`src/rtl/fixed_sqrt_iter.sv`:
```
// fixed_sqrt_iter: iterative fixed-point square root, signed Q(WIDTH-FRAC).FRAC.
// Computes the integer root of (a << FRAC) with a non-restoring digit recurrence,
// BPC root bits per clock. Negative radicands finish immediately with err=1.
// Optional feature macro: SQRT_ROUND_EN (round-to-nearest on the final write;
// the default build truncates).
module fixed_sqrt_iter #(
    parameter int WIDTH = 32,
    parameter int FRAC  = 16,
    parameter int BPC   = 1
) (
    input  logic             clock,
    input  logic             reset,
    input  logic             start,
    input  logic [WIDTH-1:0] a,
    output logic [WIDTH-1:0] b,
    output logic             ready,
    output logic             busy,
    output logic             err
);
    localparam int N    = WIDTH + FRAC;            // radicand width after scaling
    localparam int ITER = N / 2;                   // root bits
    localparam int CYC  = (BPC > 0) ? ITER / BPC : 1;
    localparam int CW   = (CYC > 1) ? $clog2(CYC) : 1;
    localparam int REMW = ITER + 2;                // signed partial remainder

    // Elaboration-time legality of the parameter set
    if (FRAC <= 0 || FRAC >= WIDTH) begin : g_bad_frac
        $error("fixed_sqrt_iter: FRAC must satisfy 0 < FRAC < WIDTH");
    end
    if ((N % 2) != 0) begin : g_bad_even
        $error("fixed_sqrt_iter: WIDTH+FRAC must be even");
    end
    if (BPC < 1 || (ITER % BPC) != 0) begin : g_bad_bpc
        $error("fixed_sqrt_iter: (WIDTH+FRAC)/2 must be a multiple of BPC");
    end

    typedef enum logic [1:0] {IDLE, CALC, DONE} state_t;

    state_t            state, state_nx;
    logic [N-1:0]      rad, rad_nx;     // remaining radicand digits, MSB pair first
    logic [ITER-1:0]   q, q_nx;         // partial root
    logic [REMW-1:0]   rem, rem_nx;     // partial remainder, two's complement
    logic [CW-1:0]     cnt, cnt_nx;
    logic [WIDTH-1:0]  b_nx;
    logic              err_nx;

    logic [N-1:0]      rad_s;
    logic [ITER-1:0]   q_s;
    logic [REMW-1:0]   rem_s;
    logic [REMW-1:0]   wide;
    logic [WIDTH-1:0]  res;

    // BPC non-restoring digit steps: subtract {q,01} while the remainder is
    // non-negative, otherwise add {q,11}; the new root bit is the inverted sign.
    // The remainder stays within +/-2^(ITER+1), so REMW-bit modular math is exact.
    always_comb begin
        rad_s = rad;
        q_s   = q;
        rem_s = rem;
        wide  = '0;
        for (int i = 0; i < BPC; i++) begin
            wide = (rem_s << 2) | REMW'(rad_s[N-1 -: 2]);
            if (!rem_s[REMW-1])
                wide = wide - REMW'({q_s, 2'b01});
            else
                wide = wide + REMW'({q_s, 2'b11});
            rem_s = wide;
            q_s   = {q_s[ITER-2:0], ~wide[REMW-1]};
            rad_s = rad_s << 2;
        end
    end

`ifdef SQRT_ROUND_EN
    logic [REMW-1:0] rfix;

    // Round to nearest: fix up a negative final remainder to r = R - q^2,
    // then bump the root when r > q (sqrt(R) > q + 0.5; ties cannot occur).
    always_comb begin
        rfix = rem_s;
        if (rem_s[REMW-1])
            rfix = rem_s + REMW'({q_s, 1'b1});
        res = WIDTH'(q_s);
        if (rfix > REMW'(q_s))
            res = WIDTH'(q_s) + WIDTH'(1);
    end
`else
    // Truncation: the root is floor(sqrt(R)), zero-extended.
    assign res = WIDTH'(q_s);
`endif

    // Next-state and datapath update; start is only honoured in IDLE.
    always_comb begin
        state_nx = state;
        rad_nx   = rad;
        q_nx     = q;
        rem_nx   = rem;
        cnt_nx   = cnt;
        b_nx     = b;
        err_nx   = err;
        case (state)
            IDLE: begin
                if (start) begin
                    if (a[WIDTH-1]) begin
                        b_nx     = '0;
                        err_nx   = 1'b1;
                        state_nx = DONE;
                    end else begin
                        rad_nx   = {a, {FRAC{1'b0}}};
                        q_nx     = '0;
                        rem_nx   = '0;
                        cnt_nx   = CW'(CYC - 1);
                        state_nx = CALC;
                    end
                end
            end
            CALC: begin
                rad_nx = rad_s;
                q_nx   = q_s;
                rem_nx = rem_s;
                cnt_nx = cnt - CW'(1);
                if (cnt == '0) begin
                    b_nx     = res;
                    err_nx   = 1'b0;
                    state_nx = DONE;
                end
            end
            DONE:    state_nx = IDLE;
            default: state_nx = IDLE;
        endcase
    end

    // State and datapath registers; busy/ready registered from the next state.
    always_ff @(posedge clock) begin
        if (reset) begin
            state <= IDLE;
            rad   <= '0;
            q     <= '0;
            rem   <= '0;
            cnt   <= '0;
            b     <= '0;
            err   <= 1'b0;
            busy  <= 1'b0;
            ready <= 1'b0;
        end else begin
            state <= state_nx;
            rad   <= rad_nx;
            q     <= q_nx;
            rem   <= rem_nx;
            cnt   <= cnt_nx;
            b     <= b_nx;
            err   <= err_nx;
            busy  <= (state_nx != IDLE);
            ready <= (state_nx == DONE);
        end
    end
endmodule

```
`config.mk`:
```
export PLATFORM = sky130hd
export DESIGN_NAME = fixed_sqrt_iter
export DESIGN_NICKNAME = d
export VERILOG_FILES = /design/src/rtl/fixed_sqrt_iter.sv
export SDC_FILE = /design/constraint.sdc
export NUM_CORES = 1
export LEC_CHECK = 0
export ABC_AREA = 1
export BUFFER_PORTS_ARGS = -buffer_cell sky130_fd_sc_hd__buf_2
export CAP_MARGIN = 30
export CORE_AREA = 2 2 93 131
export CTS_BUF_LIST = sky130_fd_sc_hd__clkbuf_8
export CTS_CLUSTER_SIZE = 30
export DETAILED_ROUTE_END_ITERATION = 16
export DIE_AREA = 0 0 95 133
export PLACE_DENSITY_LB_ADDON = 0.15
export SYNTH_ARGS = -nofsm -noshare
export SYNTH_HDL_FRONTEND = slang
export SYNTH_SLANG_ARGS = --single-unit
```
`constraint.sdc`:
```
create_clock -name clock -period 4.87 [get_ports clock]
set_input_delay 0.7305 -clock clock [delete_from_list [all_inputs] [get_ports clock]]
set_output_delay 0.7305 -clock clock [all_outputs]
set_load 0.05 [all_outputs]
```
==> flow_summary.json <==
{
  "tightest_slew_ns": 0.958,
  "status": "completed",
  "hold_slack_ns": 0.464,
  "skew_ns": 0.0124,
  "cellPowerDensity_nw_per_um2": 397,
  "finalSetupViolCount": 0,
  "multi_input_area_um2": 3400,
  "grt.overflow.total": 0,
  "syn_area_um2": 6300,
  "final_cells": 1136,
  "synthCells": 933,
  "die_w_um": 95,
  "yosysWarningCount": 0,
  "synthArstFlopShare_pct": 0,
  "rsz0062_at_grt": "no",
  "synth-edff-count": 0,
  "viasPerCell": 5.16,
  "firstDrtPassIters": 5,
  "clock_sinks": 115,
  "cpMaxStageDelayCell": "dfxtp_1",
  "p_leak_nw": 3.13,
  "cts_tree": "built",
  "synthFlopType": "dfxtp_1",
  "cp_max_fo": 18,
  "irDropWorstVdd_uv": 265,
  "ys_seq_area_share_pct": 36.6,
  "clockRootBuffer": "clkbuf_8",
  "grt_pass1_wl_mm": 25.5,
  "fmax_ghz": 0.345,
  "area_delta_synth_final_pct": 10.6,
  "cts_htree_levels": 4,
  "die_h_um": 133,
  "clock_path_buffers": 2,
  "drive_above_1_share_pct": 13.2,
  "vias": 5866,
  "nNetsFinal": 1041,
  "drt_iter0_drc": 267,
  "synth_seq_cells": 115,
  "critPathKind": "reg2reg",
  "portBuffers": 61,
  "post_cts_resize_count": 0,
  "antenna_found_initial": 0,
  "worst_setup_path_start_kind": "flop",
  "num_rows": 47,
  "register_area_um2": 2300,
  "numCtsBuffers": 17,
  "critPathCaptureType": "flop",
  "slew_viol_final": 0,
  "grt_max_degree": 82,
  "gp_congestion": 0.920,
  "cp_cell_sequence": "buf_4, xnor2_1, ha_1, nand2_1, inv_1, a21oi_1, nand2_1, nand2_1, nand3_1, nand2_1, nand3_1, a21oi_1",
  "detail_route.wl_per_cell_um": 13.1,
  "drt_wl_total_mm": 14.9,
  "dp.cells": 1104,
  "critPathMaxStageDelay_ns": 0.95,
  "final.fill_count": 1170,
  "fin_crit_ns": 2.90,
  "post_cts.repair.setup_buffers": 0,
  "syn_avg_cell_area_um2": 6.75,
  "fin_crit_sh_pct": 59.6,
  "dpl_cell_area_um2": 6580,
  "drc": 0,
  "coreArea_um2": 11600,
  "fin_setup_tns_ns": 0,
  "slew-limit-headroom_pct": 36.0,
  "num_antenna_cells": 0,
  "finalHoldViolCount": 0,
  "clk_latency_ns": 0.44,
  "hold_class": "reg2reg",
  "yosysUniqueCellTypes": 37,
  "num_io_pins": 70,
  "start_util_pct": 54.3,
  "final_core_util_pct": 60.1,
  "cap_violations": 0,
  "grt_usage_pct": 25.4,
  "final_area_um2": 6960,
  "critPathArrivalTime_ns": 3.25,
  "clk_pin_slew_ns": 0.07,
  "grt_pass1_vias": 5612,
  "cp.required_ns": 5.22,
  "cts-hold-fix-buffers": 0,
  "crit_path_frequent_cell": "nand2_1",
  "dp_hpwl_mm": 10.5,
  "antenna_left": 0,
  "dieArea_um2": 12600
}
## path summary, 6_finish.rpt
check / startpoint / end / slack [ns] / cells after the start
setup reg to reg: rem[25] / rem[23] / 1.97 / 12
hold / removal: rad[17] / rad[17] / 0.46 / 2
hold reg to reg: rad[17] / rad[17] / 0.46 / 2
setup / recovery: rem[25] / rem[23] / 1.97 / 12
## state kept, by name (all words and copies together), names as in the netlist
register  cells
b            24
q            24
rad          32
ready         1
cnt           5
rem          25
state         2
busy          1
err           1
## metal layers
| layer | vias to the layer above | part of all wire [%] | GRT usage (%) |
|---|---|---|---|
| li1 | 3066 | - | - |
| met1 | 2649 | 44 | 30.6 |
| met2 | 121 | 49 | 42.9 |
| met3 | 30 | 4.4 | 5.41 |
| met4 | 0 | 2.5 | 11.1 |
| met5 | - | 0 | 0 |
## final cells by class
| class | instances | area share (%) |
|---|---|---|
| tap | 147 | 2.64 |
| sequential | 115 | 33.1 |
| timing repair buffer | 65 | 4.82 |
| multi-input combinational | 683 | 48.9 |
| clock buffer | 18 | 3.56 |
| clock inverter | 14 | 1.98 |
| inverter | 94 | 5.07 |
## logic make-up after synthesis
family          share of synthesized area, %
compound gates                          14.3
simple gates                            29.8
xor+xnor                                3.48
flops                                   36.6
buf+inv                                 9.82
fa+ha+maj                               5.96
other cells                           0.0596
## report_power, final
group / internal, mW / switching, mW / total (mW)
Clock: 0.463 / 0.420 / 0.884
Combinational: 0.260 / 0.582 / 0.843
Sequential: 0.999 / 0.0388 / 1.04
## per-stage QoR
| step | setup slack (ns) | total power, mW |
|---|---|---|
| after floorplan | 2.83 | 1.73 |
| after global placement | 2.09 | 1.89 |
| after detailed placement | 1.99 | 1.90 |
| after CTS | 1.97 | 2.78 |
| after global routing | 1.71 | 2.93 |
| final | 1.97 | 2.76 |
## layout by cell type (no fill, tap or decap), types with 2 or more instances in the layout
cell,n
nand2_1,297
dfxtp_1,115
inv_1,85
a21oi_1,81
nor2_1,78
buf_2,61
nand3_1,46
a31oi_1,30
ha_1,30
o21ai_1,28
xnor2_1,23
clkbuf_8,18
o21ai_0,16
inv_2,10
conb_1,8
nand4_1,7
nand2_2,5
a21oi_2,5
clkinvlp_4,5
nor2_2,4
nor3_1,4
or2_2,4
buf_4,4
nor3_2,3
clkinv_2,3
xor2_1,2
nand3b_1,2
inv_6,2
bufinv_16,2
## cell usage after synthesis (2+ instances only)
cell	number	area, um2
a21oi_1	81	405
inv_2	10	37.5
clkbuf_1	14	52.6
inv_1	83	312
o21ai_1	28	140
buf_4	12	90.1
ha_1	30	375
nand2_2	5	31.3
a21oi_2	5	43.8
nand3b_1	2	15.0
buf_6	2	22.5
xor2_1	2	17.5
nor3_2	3	30.0
a31oi_1	30	188
buf_2	20	100
nand3_1	46	230
xnor2_1	23	201
or2_2	4	25.0
dfxtp_1	115	2300
o21ai_0	16	80.1
nand4_1	7	43.8
nor2_1	78	293
nor3_1	4	20.0
nor2_2	4	25.0
nand2_1	297	1110
## worst max-delay path: cells and delay by family (launching register included)
family,cells,cell delay (ns)
flip-flops,1,0.95
AND/OR/NAND/NOR,6,0.62
buffers and inverters,2,0.39
AO/OA/AOI/OAI,2,0.37
adder cells (fa/ha/maj),1,0.31
XOR/XNOR,1,0.15
No activity file was read; power rests on OpenSTA's default activity.
